File: src/rtl/snoop_cache_ctrl.sv
// rtl/snoop_cache_ctrl.sv - MSI snooping controller for a 2-line direct-mapped cache
// Services processor loads/stores, owns a 9-bit coherence bus word, snoops peer traffic.
module snoop_cache_ctrl (
  input  logic       clock,
  input  logic       reset,
  input  logic       req_valid,
  input  logic       req_write,
  input  logic [2:0] req_addr,
  input  logic [3:0] req_data,
  output logic       req_ready,
  output logic       resp_valid,
  output logic [3:0] resp_data,
  output logic       bus_req,
  input  logic       bus_gnt,
  output logic       bus_valid,
  output logic [8:0] bus,
  input  logic [3:0] mem_data,
  input  logic       snoop_valid,
  input  logic [8:0] snoop_bus,
  output logic       flush_req
);

  localparam logic [1:0] ReadMiss   = 2'b00;
  localparam logic [1:0] WriteMiss  = 2'b01;
  localparam logic [1:0] Invalidate = 2'b10;
  localparam logic [1:0] WriteBack  = 2'b11;

  localparam logic [1:0] LS_I = 2'b00;
  localparam logic [1:0] LS_S = 2'b01;
  localparam logic [1:0] LS_M = 2'b10;

  localparam logic [2:0] ST_IDLE      = 3'd0;
  localparam logic [2:0] ST_WB_VICTIM = 3'd1;
  localparam logic [2:0] ST_ARB       = 3'd2;
  localparam logic [2:0] ST_ISSUE     = 3'd3;
  localparam logic [2:0] ST_FILL      = 3'd4;
  localparam logic [2:0] ST_RESP      = 3'd5;

  localparam logic [1:0] K_REQ    = 2'd0;
  localparam logic [1:0] K_VICTIM = 2'd1;
  localparam logic [1:0] K_FLUSH  = 2'd2;

  logic [2:0] r_line_addr [0:1];
  logic [3:0] r_line_data [0:1];
  logic [1:0] r_line_st   [0:1];

  logic [2:0] r_state;
  logic [1:0] r_kind;
  logic       r_wr;
  logic [2:0] r_addr;
  logic [3:0] r_data;
  logic       r_flush;
  logic [2:0] r_flush_addr;
  logic [3:0] r_flush_data;

  logic       r_req_ready;
  logic       r_resp_valid;
  logic [3:0] r_resp_data;
  logic       r_bus_req;
  logic       r_bus_valid;
  logic [8:0] r_bus;

  logic       w_snp_active;
  logic [1:0] w_st_after [0:1];
  logic       w_flush_set;
  logic [2:0] w_flush_addr;
  logic [3:0] w_flush_data;
  logic       w_req_idx;
  logic       w_req_hit;
  logic       w_cur_idx;
  logic       w_cur_hit;
  logic [1:0] w_cur_msg;
  logic [8:0] w_arb_word;
  logic       w_unused;

  assign req_ready  = r_req_ready;
  assign resp_valid = r_resp_valid;
  assign resp_data  = r_resp_data;
  assign bus_req    = r_bus_req;
  assign bus_valid  = r_bus_valid;
  assign bus        = r_bus;
  assign flush_req  = r_flush;

  // While our own word is on the bus any echo of it on snoop_bus is ignored.
  assign w_snp_active = snoop_valid & ~r_bus_valid;
  assign w_unused     = ^snoop_bus[3:0];

  always_comb begin
    w_flush_set  = 1'b0;
    w_flush_addr = r_flush_addr;
    w_flush_data = r_flush_data;
    for (int i = 0; i < 2; i++) begin
      w_st_after[i] = r_line_st[i];
      if (w_snp_active && r_line_addr[i] == snoop_bus[6:4]) begin
        if (r_line_st[i] == LS_M &&
            (snoop_bus[8:7] == ReadMiss || snoop_bus[8:7] == WriteMiss)) begin
          w_st_after[i] = (snoop_bus[8:7] == ReadMiss) ? LS_S : LS_I;
          w_flush_set   = 1'b1;
          w_flush_addr  = r_line_addr[i];
          w_flush_data  = r_line_data[i];
        end else if (r_line_st[i] == LS_S &&
                     (snoop_bus[8:7] == WriteMiss || snoop_bus[8:7] == Invalidate)) begin
          w_st_after[i] = LS_I;
        end
      end
    end
  end

  // Hit decisions use the post-snoop line state so a same-cycle snoop wins.
  assign w_req_idx = req_addr[0];
  assign w_req_hit = (r_line_addr[w_req_idx] == req_addr) && (w_st_after[w_req_idx] != LS_I);
  assign w_cur_idx = r_addr[0];
  assign w_cur_hit = (r_line_addr[w_cur_idx] == r_addr) && (w_st_after[w_cur_idx] != LS_I);
  assign w_cur_msg = r_wr ? (w_cur_hit ? Invalidate : WriteMiss) : ReadMiss;
  assign w_arb_word = (r_kind == K_FLUSH) ? {WriteBack, r_flush_addr, r_flush_data}
                                          : {w_cur_msg, r_addr, (r_wr ? r_data : 4'h0)};

  always_ff @(posedge clock or posedge reset) begin
    if (reset) begin
      for (int i = 0; i < 2; i++) begin
        r_line_addr[i] <= 3'd0;
        r_line_data[i] <= 4'd0;
        r_line_st[i]   <= LS_I;
      end
      r_state      <= ST_IDLE;
      r_kind       <= K_REQ;
      r_wr         <= 1'b0;
      r_addr       <= 3'd0;
      r_data       <= 4'd0;
      r_flush      <= 1'b0;
      r_flush_addr <= 3'd0;
      r_flush_data <= 4'd0;
      r_req_ready  <= 1'b0;
      r_resp_valid <= 1'b0;
      r_resp_data  <= 4'd0;
      r_bus_req    <= 1'b0;
      r_bus_valid  <= 1'b0;
      r_bus        <= 9'd0;
    end else begin
      r_line_st[0] <= w_st_after[0];
      r_line_st[1] <= w_st_after[1];
      if (w_flush_set) begin
        r_flush      <= 1'b1;
        r_flush_addr <= w_flush_addr;
        r_flush_data <= w_flush_data;
      end
      r_req_ready  <= 1'b0;
      r_resp_valid <= 1'b0;
      r_resp_data  <= 4'd0;
      r_bus_valid  <= 1'b0;
      r_bus        <= 9'd0;

      case (r_state)
        ST_IDLE: begin
          if (req_valid && r_req_ready) begin
            r_wr   <= req_write;
            r_addr <= req_addr;
            r_data <= req_data;
            r_kind <= K_REQ;
            if (w_req_hit && !req_write) begin
              r_resp_valid <= 1'b1;
              r_resp_data  <= r_line_data[w_req_idx];
              r_state      <= ST_RESP;
            end else if (w_req_hit && w_st_after[w_req_idx] == LS_M) begin
              r_line_data[w_req_idx] <= req_data;
              r_line_st[w_req_idx]   <= LS_M;
              r_resp_valid           <= 1'b1;
              r_state                <= ST_RESP;
            end else if (!w_req_hit && w_st_after[w_req_idx] == LS_M) begin
              r_bus_req <= 1'b1;
              r_state   <= ST_WB_VICTIM;
            end else begin
              r_bus_req <= 1'b1;
              r_state   <= ST_ARB;
            end
          end else if (r_flush) begin
            r_kind    <= K_FLUSH;
            r_bus_req <= 1'b1;
            r_state   <= ST_ARB;
          end else begin
            r_req_ready <= ~w_flush_set;
          end
        end
        ST_WB_VICTIM: begin
          // A peer snoop may already have demoted the victim; its flush then carries the data.
          if (w_st_after[w_cur_idx] != LS_M) begin
            r_state <= ST_ARB;
          end else if (bus_gnt) begin
            r_bus_req   <= 1'b0;
            r_bus_valid <= 1'b1;
            r_bus       <= {WriteBack, r_line_addr[w_cur_idx], r_line_data[w_cur_idx]};
            r_kind      <= K_VICTIM;
            r_state     <= ST_ISSUE;
          end
        end
        ST_ARB: begin
          if (bus_gnt) begin
            r_bus_req   <= 1'b0;
            r_bus_valid <= 1'b1;
            r_bus       <= w_arb_word;
            r_state     <= ST_ISSUE;
          end
        end
        ST_ISSUE: begin
          case (r_kind)
            K_FLUSH: begin
              r_flush     <= 1'b0;
              r_req_ready <= 1'b1;
              r_state     <= ST_IDLE;
            end
            K_VICTIM: begin
              r_line_st[w_cur_idx] <= LS_I;
              r_kind               <= K_REQ;
              r_bus_req            <= 1'b1;
              r_state              <= ST_ARB;
            end
            default: begin
              if (r_bus[8:7] == ReadMiss) begin
                r_state <= ST_FILL;
              end else begin
                r_line_addr[w_cur_idx] <= r_addr;
                r_line_data[w_cur_idx] <= r_data;
                r_line_st[w_cur_idx]   <= LS_M;
                r_resp_valid           <= 1'b1;
                r_state                <= ST_RESP;
              end
            end
          endcase
        end
        ST_FILL: begin
          r_line_addr[w_cur_idx] <= r_addr;
          r_line_data[w_cur_idx] <= mem_data;
          r_line_st[w_cur_idx]   <= LS_S;
          r_resp_valid           <= 1'b1;
          r_resp_data            <= mem_data;
          r_state                <= ST_RESP;
        end
        ST_RESP: begin
          r_req_ready <= ~w_flush_set & ~r_flush;
          r_state     <= ST_IDLE;
        end
        default: r_state <= ST_IDLE;
      endcase
    end
  end

endmodule

File: config.mk
export PLATFORM = sky130hd
export DESIGN_NAME = snoop_cache_ctrl
export DESIGN_NICKNAME = d
export VERILOG_FILES = /design/src/rtl/snoop_cache_ctrl.sv
export SDC_FILE = /design/constraint.sdc
export NUM_CORES = 1
export LEC_CHECK = 0
export CORE_UTILIZATION = 30
export DETAILED_ROUTE_END_ITERATION = 8
export MAX_ROUTING_LAYER = met4
export PLACE_DENSITY = 0.57
export SYNTH_ARGS = -nofsm -noshare
export SYNTH_HDL_FRONTEND = slang
export SYNTH_SLANG_ARGS = --single-unit
File: constraint.sdc
create_clock -name clock -period 2 [get_ports clock]
set_input_delay 0.6 -clock clock [delete_from_list [all_inputs] [get_ports clock]]
set_output_delay 0.6 -clock clock [all_outputs]
set_load 0.02 [all_outputs]
==> key figures, run 1 <==
CTS
  – Worst-Skew Late Latency: 320 ps
  – Max Root-Sink Buffers: 2
  – Htree depth: 2
  – CTS Root Cell: clkbuf_8
  – TritonCTS clock tree: built
  – CTS Sinks: 56
  – Post-CTS Hold Buffers: 0
  – Reg clk slew, reported paths: 110 ps
  – CTS Buf Count: 5

GRT
  – Vias in the first global route: around 3.1k
  – Global-route wire length before repair: 15900 um
  – Overall global routing resource usage: 0.188
  – Initial antenna violation count: 0
  – Gr ovfl total: 0
  – Largest net degree at the start of global routing: 57

Outcome
  – Failing checks: negative setup slack
  – Status: finished, violations left

Min path
  – Hold Path Class: flop to flop

Place
  – Post-Place Setup Slack: -967 ps
  – I/O Buffers: 39
  – Placed Cells: 566
  – HPWL after detailed placement: 7260 um
  – Placed Instance Area: 4330 sq um
  – GPL Wtd Cong: between 0.8 and 0.9

Timing
  – Max_slew headroom: 0.744
  – Max Clock Skew: 10.7 ps
  – Min setup slack post-route: -188 ps
  – Final Hold Viols: 0
  – Final hold slack: 561 ps
  – Final min period: 2190 ps
  – Final setup viols: 9
  – Unrepaired setup endpoints after global routing: yes
  – Fmax: 457 MHz
  – Worst-Margin Slew: 384 ps
  – Final Max Slew Viols: 0
  – Fin crit share: 1.09

Routing
  – Drt wl/cell: between 15 and 20 um
  – Routed via count: about 3.1k
  – Post-route DRC: 0
  – Via density: 5.23
  – DR pass1 iterations: 4
  – Initial DRC Count: 191
  – Routed wire length: 9960 um
  – Post-route ant nets: 0

Floorplan
  – Die area: roughly 11000 sq um
  – Io pins: 44
  – Initial Utilization: 0.311
  – Core area: 10400 sq um
  – Die height: 106 um
  – Die width: about 110 um
  – Row count: 37

Critical path
  – Data arrival, critical path: 2400 ps
  – Worst Path Max Fanout: 4
  – Crit start category: flop
  – Data required, critical path: 2210 ps
  – WS Path Type: flop to flop
  – Critical Path End Type: flop

Synth
  – #FFs+latches synth: 56
  – Sequential area share after synthesis: 0.432
  – Post-synth ARST share: 1.00
  – Syn Area/Cell: 9.37 sq um
  – Mapped Area: 3240 sq um
  – EDFF count, synth: 0
  – Synthesized net count: approximately 380
  – Unique cell type count in the Yosys netlist: 51
  – Most used flip-flop cell after synthesis: dfrtp_1
  – Synth Warn #: 0
  – Post-Synthesis Cells: between 300 and 400

Finish
  – NumNets Final: between 400 and 500
  – Filler cells: 991
  – Post-Layout Cell Count: 593
  – Most frequent cells in the layout: buf_4 (74), dfrtp_1 (55), nand2_1 (40)
  – Post-route design area: 4800 sq um
  – Ant. Diodes: 0
  – Area Overhead vs Synth: 48.1%
  – Share of layout cells above drive strength 1: 0.370
  – Commonest non-fill, non-tap cell in the layout: buf_4

Pwr
  – Power, Total: 0.00591 W
  – Power Dens Cells: 1230 nW/um^2
  – VDD IR max: 0.540 mV
  – Static Leakage: roughly 2.2 nW

Flow run
  – Max-Cap Viols: 0
==> worst max-delay path, stage by stage, from the launching register on <==
cell and delay (ps):
dfrtp_1 430, buf_6 140, mux2i_2 160, xor2_1 210
nand2_1 110, a211o_1 310, or3_4 410, a221o_1 300
==> metrics by stage <==
step                setup TNS (ps)   util
floorplan                    -1430      -
global placement            -29780  0.416
detailed placement          -31080  0.416
CTS                          -1910  0.445
global route                 -2300  0.461
finish                       -1300  0.461
==> logic make-up after synthesis <==
group / share of synthesized area
AOI/OAI and AO/OA: 0.202
xor gates and xnor gates: 0.0297
adders and majority gates: 0.0193
buffers and inverters: 0.0293
DFF: 0.432
muxes: 0.109
and+or+nand+nor: 0.178
==> registers in the layout (all words and copies together), names as in the netlist <==
signal	flops
bus	9
r_line_data	8
r_line_addr	6
r_data	4
r_flush_data	4
r_line_st	4
resp_data	4
r_addr	3
r_flush_addr	3
r_state	3
r_kind	2
bus_req	1
bus_valid	1
flush_req	1
r_wr	1
req_ready	1
resp_valid	1
==> cell type report <==
class / count / area, sq um / share of cell area
flip-flops and latches: 56 / 1400 / 0.292
well taps: 136 / 170 / 0.0354
multi-input cells: 265 / 2100 / 0.437
inverters: 9 / 36.3 / 0.00756
repair buffers: 119 / 990 / 0.206
clock inverters: 3 / 33.8 / 0.00704
clock buffers: 5 / 68.8 / 0.0143
==> cells in the mapped netlist (6+ instances only) <==
cell	instances	area, sq um
dfrtp_1	56	1400
nand2_1	42	158
nor2_1	30	113
mux2i_1	23	230
a21oi_1	22	110
o21ai_0	18	90.1
clkbuf_1	14	52.6
and3_1	11	68.8
mux2_2	11	124
nand3_1	11	55.1
inv_1	9	33.8
o22ai_1	9	56.3
nand2b_1	6	37.5
nor2b_1	6	37.5
xor2_1	6	52.6
==> what timing repair did <==
action	in CTS	in global routing
pin swaps	30	24
setup endpoints to repair	40	39
buffers inserted	9	10
gates resized for setup	57	34
gates cloned	1	0
==> routing by layer <==
metal | track usage | up-vias | wire length [um]
met2 | 0.296 | 75 | 4770
met3 | 0.0313 | 8 | 485
li1 | - | 1487 | -
met1 | 0.252 | 1532 | 4600
met4 | 0.0486 | 0 | 114
met5 | - | - | 0
==> power by group <==
part	switching [W]	internal, W
clock network	0.000429	0.000265
logic	0.00161	0.00166
registers	0.000422	0.00152
==> worst paths after layout <==
path	from	end	slack, ps	depth (start not counted)
max in group asynchronous	reset	r_line_addr[1]	1080	3
hold reg to reg	bus_req	bus_req	560	1
hold / removal	bus_req	bus_req	560	1
setup / recovery	r_line_addr[2]	r_line_data[0]	-190	7
setup reg to reg	r_line_addr[2]	r_line_data[0]	-190	7
min in group asynchronous	reset	r_line_data[5]	640	3
Power figures use the tool's default switching activity.
==> run 2, diff against run 1 <==
--- a/config.mk
+++ b/config.mk
@@ -5,6 +5,7 @@
 export SDC_FILE = /design/constraint.sdc
 export NUM_CORES = 1
 export LEC_CHECK = 0
+export ABC_CLOCK_PERIOD_IN_PS = 2000
 export CORE_UTILIZATION = 30
 export DETAILED_ROUTE_END_ITERATION = 8
 export MAX_ROUTING_LAYER = met4
==> results of run 2 <==
Same layout as run 1: the final DEF is identical, and so are final timing and power.
==> run 3, diff against run 2 <==
--- a/config.mk
+++ b/config.mk
@@ -6,7 +6,9 @@
 export NUM_CORES = 1
 export LEC_CHECK = 0
 export ABC_CLOCK_PERIOD_IN_PS = 2000
+export CAP_MARGIN = 15
 export CORE_UTILIZATION = 30
+export CTS_CLUSTER_DIAMETER = 120
 export DETAILED_ROUTE_END_ITERATION = 8
 export MAX_ROUTING_LAYER = met4
 export PLACE_DENSITY = 0.57
==> results of run 3 <==
Same layout as run 1: the final DEF is identical, and so are final timing and power.
